==> src/rtl/pc_pkg.sv <==
// Shared types and constants for the multicycle MIPS program-counter unit.
// Enum values match the encodings driven by the control FSM.
package pc_pkg;

    typedef enum logic [1:0] {
        ALU_PLUS4 = 2'b00,
        ALU_OUT   = 2'b01,
        JUMP      = 2'b10,
        HOLD      = 2'b11
    } pc_src_e;

    typedef enum logic [1:0] {
        BEQ  = 2'b00,
        BNE  = 2'b01,
        BLEZ = 2'b10,
        BGTZ = 2'b11
    } br_mode_e;

    localparam int unsigned CAUSE_ADEL = 4;
    localparam int unsigned CAUSE_RI   = 10;
    localparam int unsigned CAUSE_OV   = 12;

    function automatic logic branch_taken(input br_mode_e mode, input logic zero,
                                          input logic neg);
        logic taken;
        unique case (mode)
            BEQ:     taken = zero;
            BNE:     taken = !zero;
            BLEZ:    taken = zero | neg;
            BGTZ:    taken = !zero & !neg;
            default: taken = 1'b0;
        endcase
        return taken;
    endfunction

endpackage

==> src/rtl/pc_next_sel.sv <==
// Combinational next-PC selection: target mux, jump-target formation,
// branch evaluation, write enable and misalignment detection.
module pc_next_sel
    import pc_pkg::*;
#(
    parameter int unsigned WIDTH = 32
) (
    input  logic [WIDTH-1:0] pc,
    input  logic [WIDTH-1:0] alu_result,
    input  logic [WIDTH-1:0] alu_out,
    input  logic [25:0]      jump_index,
    input  logic [1:0]       pc_source,
    input  logic [1:0]       branch_mode,
    input  logic             zero,
    input  logic             neg,
    input  logic             pc_write,
    input  logic             pc_write_cond,
    output logic [WIDTH-1:0] target,
    output logic             we,
    output logic             misaligned
);

    pc_src_e          src;
    br_mode_e         mode;
    logic             taken;
    logic [WIDTH-1:0] jump_target;

    assign src  = pc_src_e'(pc_source);
    assign mode = br_mode_e'(branch_mode);

    // PC already holds PC+4 here; keep its region bits above the 28-bit jump field.
    assign jump_target = {pc[WIDTH-1:28], jump_index, 2'b00};

    always_comb begin
        target = pc;
        unique case (src)
            ALU_PLUS4: target = alu_result;
            ALU_OUT:   target = alu_out;
            JUMP:      target = jump_target;
            HOLD:      target = pc;
            default:   target = pc;
        endcase
    end

    assign taken      = branch_taken(mode, zero, neg);
    assign we         = pc_write | (pc_write_cond & taken);
    assign misaligned = we & (target[1:0] != 2'b00);

endmodule

==> src/rtl/pc_unit.sv <==
// Program-counter unit: PC, EPC, Cause and EXL registers with exception
// redirect/return priority; next-PC selection lives in pc_next_sel.
module pc_unit
    import pc_pkg::*;
#(
    parameter int unsigned     WIDTH        = 32,
    parameter logic [WIDTH-1:0] RESET_VECTOR = 32'h0000_0000,
    parameter logic [WIDTH-1:0] EXC_VECTOR   = 32'h0000_0180,
    parameter int unsigned     CAUSE_W      = 5
) (
    input  logic               Clk,
    input  logic               Reset,
    input  logic [WIDTH-1:0]   ALUresult,
    input  logic [WIDTH-1:0]   ALUout,
    input  logic [25:0]        JumpIndex,
    input  logic [1:0]         PCsource,
    input  logic               PCwrite,
    input  logic               PCwriteCond,
    input  logic [1:0]         BranchMode,
    input  logic               Zero,
    input  logic               Neg,
    input  logic               ExcReq,
    input  logic [CAUSE_W-1:0] ExcCode,
    input  logic               Eret,
    output logic [WIDTH-1:0]   PC,
    output logic [WIDTH-1:0]   EPC,
    output logic [CAUSE_W-1:0] Cause,
    output logic               EXL,
    output logic               Redirect
);

    logic [WIDTH-1:0]   pc_q, pc_d;
    logic [WIDTH-1:0]   epc_q, epc_d;
    logic [CAUSE_W-1:0] cause_q, cause_d;
    logic               exl_q, exl_d;
    logic               redirect_q, redirect_d;

    logic [WIDTH-1:0]   target;
    logic               we;
    logic               misaligned;

    pc_next_sel #(
        .WIDTH(WIDTH)
    ) u_next_sel (
        .pc            (pc_q),
        .alu_result    (ALUresult),
        .alu_out       (ALUout),
        .jump_index    (JumpIndex),
        .pc_source     (PCsource),
        .branch_mode   (BranchMode),
        .zero          (Zero),
        .neg           (Neg),
        .pc_write      (PCwrite),
        .pc_write_cond (PCwriteCond),
        .target        (target),
        .we            (we),
        .misaligned    (misaligned)
    );

    always_comb begin
        pc_d       = pc_q;
        epc_d      = epc_q;
        cause_d    = cause_q;
        exl_d      = exl_q;
        redirect_d = 1'b0;

        if (ExcReq || misaligned) begin
            // A nested exception keeps the EPC of the outermost one.
            if (!exl_q) begin
                epc_d = pc_q;
            end
            cause_d    = ExcReq ? ExcCode : CAUSE_W'(CAUSE_ADEL);
            exl_d      = 1'b1;
            pc_d       = EXC_VECTOR;
            redirect_d = 1'b1;
        end else if (Eret && exl_q) begin
            pc_d       = epc_q;
            exl_d      = 1'b0;
            redirect_d = 1'b1;
        end else if (we) begin
            pc_d = target;
        end
    end

    always_ff @(posedge Clk) begin
        if (Reset) begin
            pc_q       <= RESET_VECTOR;
            epc_q      <= '0;
            cause_q    <= '0;
            exl_q      <= 1'b0;
            redirect_q <= 1'b0;
        end else begin
            pc_q       <= pc_d;
            epc_q      <= epc_d;
            cause_q    <= cause_d;
            exl_q      <= exl_d;
            redirect_q <= redirect_d;
        end
    end

    assign PC       = pc_q;
    assign EPC      = epc_q;
    assign Cause    = cause_q;
    assign EXL      = exl_q;
    assign Redirect = redirect_q;

endmodule

==> config.mk <==
export PLATFORM = sky130hd
export DESIGN_NAME = pc_unit
export DESIGN_NICKNAME = d
export VERILOG_FILES = /design/src/rtl/pc_pkg.sv /design/src/rtl/pc_next_sel.sv /design/src/rtl/pc_unit.sv
export SDC_FILE = /design/constraint.sdc
export NUM_CORES = 1
export LEC_CHECK = 0
export CAP_MARGIN = 0
export CORE_MARGIN = 2
export CORE_UTILIZATION = 42
export DETAILED_ROUTE_END_ITERATION = 16
export PLACE_DENSITY = 0.81
export SETUP_SLACK_MARGIN = 0.4
export SLEW_MARGIN = 5
export SYNTH_ARGS = -nofsm -noshare
export SYNTH_HDL_FRONTEND = slang
export SYNTH_SLANG_ARGS = --single-unit
==> constraint.sdc <==
create_clock -name Clk -period 2.15 [get_ports Clk]
set_input_delay 0.215 -clock Clk [delete_from_list [all_inputs] [get_ports Clk]]
set_output_delay 0.215 -clock Clk [all_outputs]
set_load 0.01 [all_outputs]
==> impl_metrics.toml <==
[outcome]
outcome = "completed"

[cts]
clk_pin_slew_ns = 0.08
cts_tree = "done"
cts.sinks = 71
htree_levels = 3
root_buffer = "clkbuf_8"
cts.path.max_buffers = 2
numCtsBuffers = 9
insertion_delay_ns = 0.34

[global_routing]
antenna_found_initial = 0
overflow = 0
grt_pass1_vias = 3963
grtUsageTotal = 0.231
grt_pass1_wl_um = 18600
grt_start_max_net_pins = 29

[timing]
fmax_mhz = 580
fin_crit_sh = 0.803
finalHoldViolCount = 0
fin_tns_setup_ns = 0
finClkSkew_ns = 0.00765
setup-violations-final = 0
worstMarginPinSlew_ns = 0.385
maxSlewViolCount = 0
rsz0062_at_grt = "false"
post-route-min-period_ns = 1.73
slew_headroom = 0.737

[logic_synthesis]
ys_warn_count = 0
synth.avg_cell_area_sq_um = 9.42
postSynth.asyncResetShare = 0
synth-seq-cells = 71
synthTopCellsByArea = "dfxtp_1, mux2i_1, a31oi_4, nand3_1, nand2_1"
synth_largest_area_cell = "dfxtp_1"
syn_inst = 413
synth-main-ff-cell = "dfxtp_1"
synth.cell_area_sq_um = 3890
synth_top_area_share = 0.365
synth_cell_types = 43
synthesis.nets = 520
synth_edf_count = 0
ys_seq_area_frac = 0.365

[worst_hold_path]
hold_path.class = "in -> reg"

[pwr]
p_leak_nw = 2.29
vdd_drop_max_uv = 280
power-per-cell-area_nw_per_um2 = 549

[place]
place_hpwl_um = 8690
gp_congestion = 0.853
placed_cells = 686
io_buffers = 177

[critical_path]
crit_path_end_kind = "register"
cp_max_fo = 5
slowest_delay_ns = 0.41
start_kind = "primary input"
path_cells = "clkdlybuf4s50_1 -> a21oi_2 -> mux2i_4 -> buf_12 -> nor2_1 -> or3_4 -> a41oi_2"
rrSetupSlack_ns = 0.56
critPathSlowestCell = "clkdlybuf4s50_1"
criticalPathCategory = "in -> reg"
required_ns = 2.40
arrival_ns = 1.98

[finish]
diodes = 0
nets = 702
layout.cells.non_filler = 711
area_growth_pct = 58.9
drive_above_1_share = 0.145
utilization = 0.679

[floorplan]
die_w_um = 100
io_pins = 178
initial_core_util = 0.427
row_count = 35
die_area_sq_um = 10100
die-height_um = 100
coreArea_sq_um = 9110

[routing]
viasPerCell = 5.36
route.detailed.drc = 0
initialDrtViolationCount = 129
drt-pass1-iter-count = 4
wl_per_cell_um = 17.0
vias = 3811
drt_wl_total_um = 12100
ant_nets = 0

[flow_run]
cap_viol_max_count = 0
## area by class of cell
class                      count  area (sq um)
clock buffer                  11           141
clock inverter                 5          56.3
fill                         742          2930
inverter                       3          11.3
multi-input combinational    305          2280
sequential                    71          1420
tap                          111           139
timing repair buffer         205          2140
## final timing paths
path,depth (start not counted),from,to
worst max register to register,7,PC[0]$_SDFFE_PP0P_,EPC[24]$_SDFFE_PP0P_
worst min-delay path,2,Reset,EPC[22]$_SDFFE_PP0P_
worst max-delay path,7,Neg,PC[7]$_SDFFE_PP0P_
worst min register to register,2,Cause[2]$_SDFFE_PP0P_,Cause[2]$_SDFFE_PP0P_
## power breakdown
part	internal, mW	switching (mW)	total, mW
registers	1.36	0.0368	1.40
clock network	0.569	0.504	1.07
logic	0.509	0.414	0.923
## sequential cells by signal, summed over array words and instances, names as in the netlist
register and flops:
Redirect 1, PC 32, Cause 5, EXL 1
EPC 32
## worst max-delay path: cells and delay by family
family	cells	cell delay [ns]
buffers and inverters	2	0.56
and+or+nand+nor	2	0.48
AOI/OAI and AO/OA	2	0.40
muxes	1	0.32
## synth_stat cells (all sizes together), types with 2 or more instances
cell type and number:
dfxtp 71, mux2i 61, nand2 55, nand3 51, nor2 44, o21ai 27
a31oi 25, clkbuf 18, buf 16, a211oi 4, a21oi 4, a22o 4
a22oi 4, mux2 4, a2111oi 3, inv 3, nand2b 3, a41oi 2
and2 2, nor2b 2
## timing repair
item / in CTS / in global routing
endpoints found under the setup margin: 1 / 28
setup buffers: 1 / 5
pin swaps: 0 / 4
gates resized for setup: 0 / 11
endpoints found under the hold margin: 0 / 0
hold buffers: 0 / 0
cloned: 0 / 3
## per-layer routing
layer | GRT usage | part of all wire
met1 | 0.256 | 0.40
met5 | 0 | 0
met4 | 0.0780 | 0.018
met3 | 0.0543 | 0.069
met2 | 0.431 | 0.52
## through the flow
stage	hold slack [ns]	power, mW	area (sq um)	setup slack, ns
finish	0.287	3.39	6180	0.425
global route	0.309	3.53	6180	0.371
CTS	0.289	3.33	5990	0.406
detailed placement	0.466	2.26	5790	0.0189
global placement	0.465	2.25	5790	0.0872
floorplan	0.326	1.86	3890	0.596
## kinds of logic (layout without fill, tap and decap cells)
logic type,after synthesis,after routing,share of synthesized area
and+or+nand+nor,161,161,0.181
AOI/OAI and AO/OA,79,79,0.221
DFF,71,71,0.365
muxes,65,65,0.172
buffers and inverters,37,224,0.0614
## cells in the final DEF, fill, tap and decap left out, types with 2 or more instances in the layout
cell type,instances
buf_12,8
a21oi_1,3
dfxtp_1,71
a41oi_2,2
a31oi_4,20
clkbuf_8,10
nor2_1,44
mux2_2,4
buf_4,15
a31oi_1,4
a22o_1,4
and2_1,2
mux2i_1,59
nand2b_1,2
buf_2,2
clkinv_2,2
o21ai_0,25
clkbuf_16,3
a211oi_1,4
clkdlybuf4s50_1,173
buf_6,2
a22oi_1,4
nand2_1,54
inv_1,3
nand3_1,51
dlymetal6s2s_1,2
(Power assumes the default switching activity.)
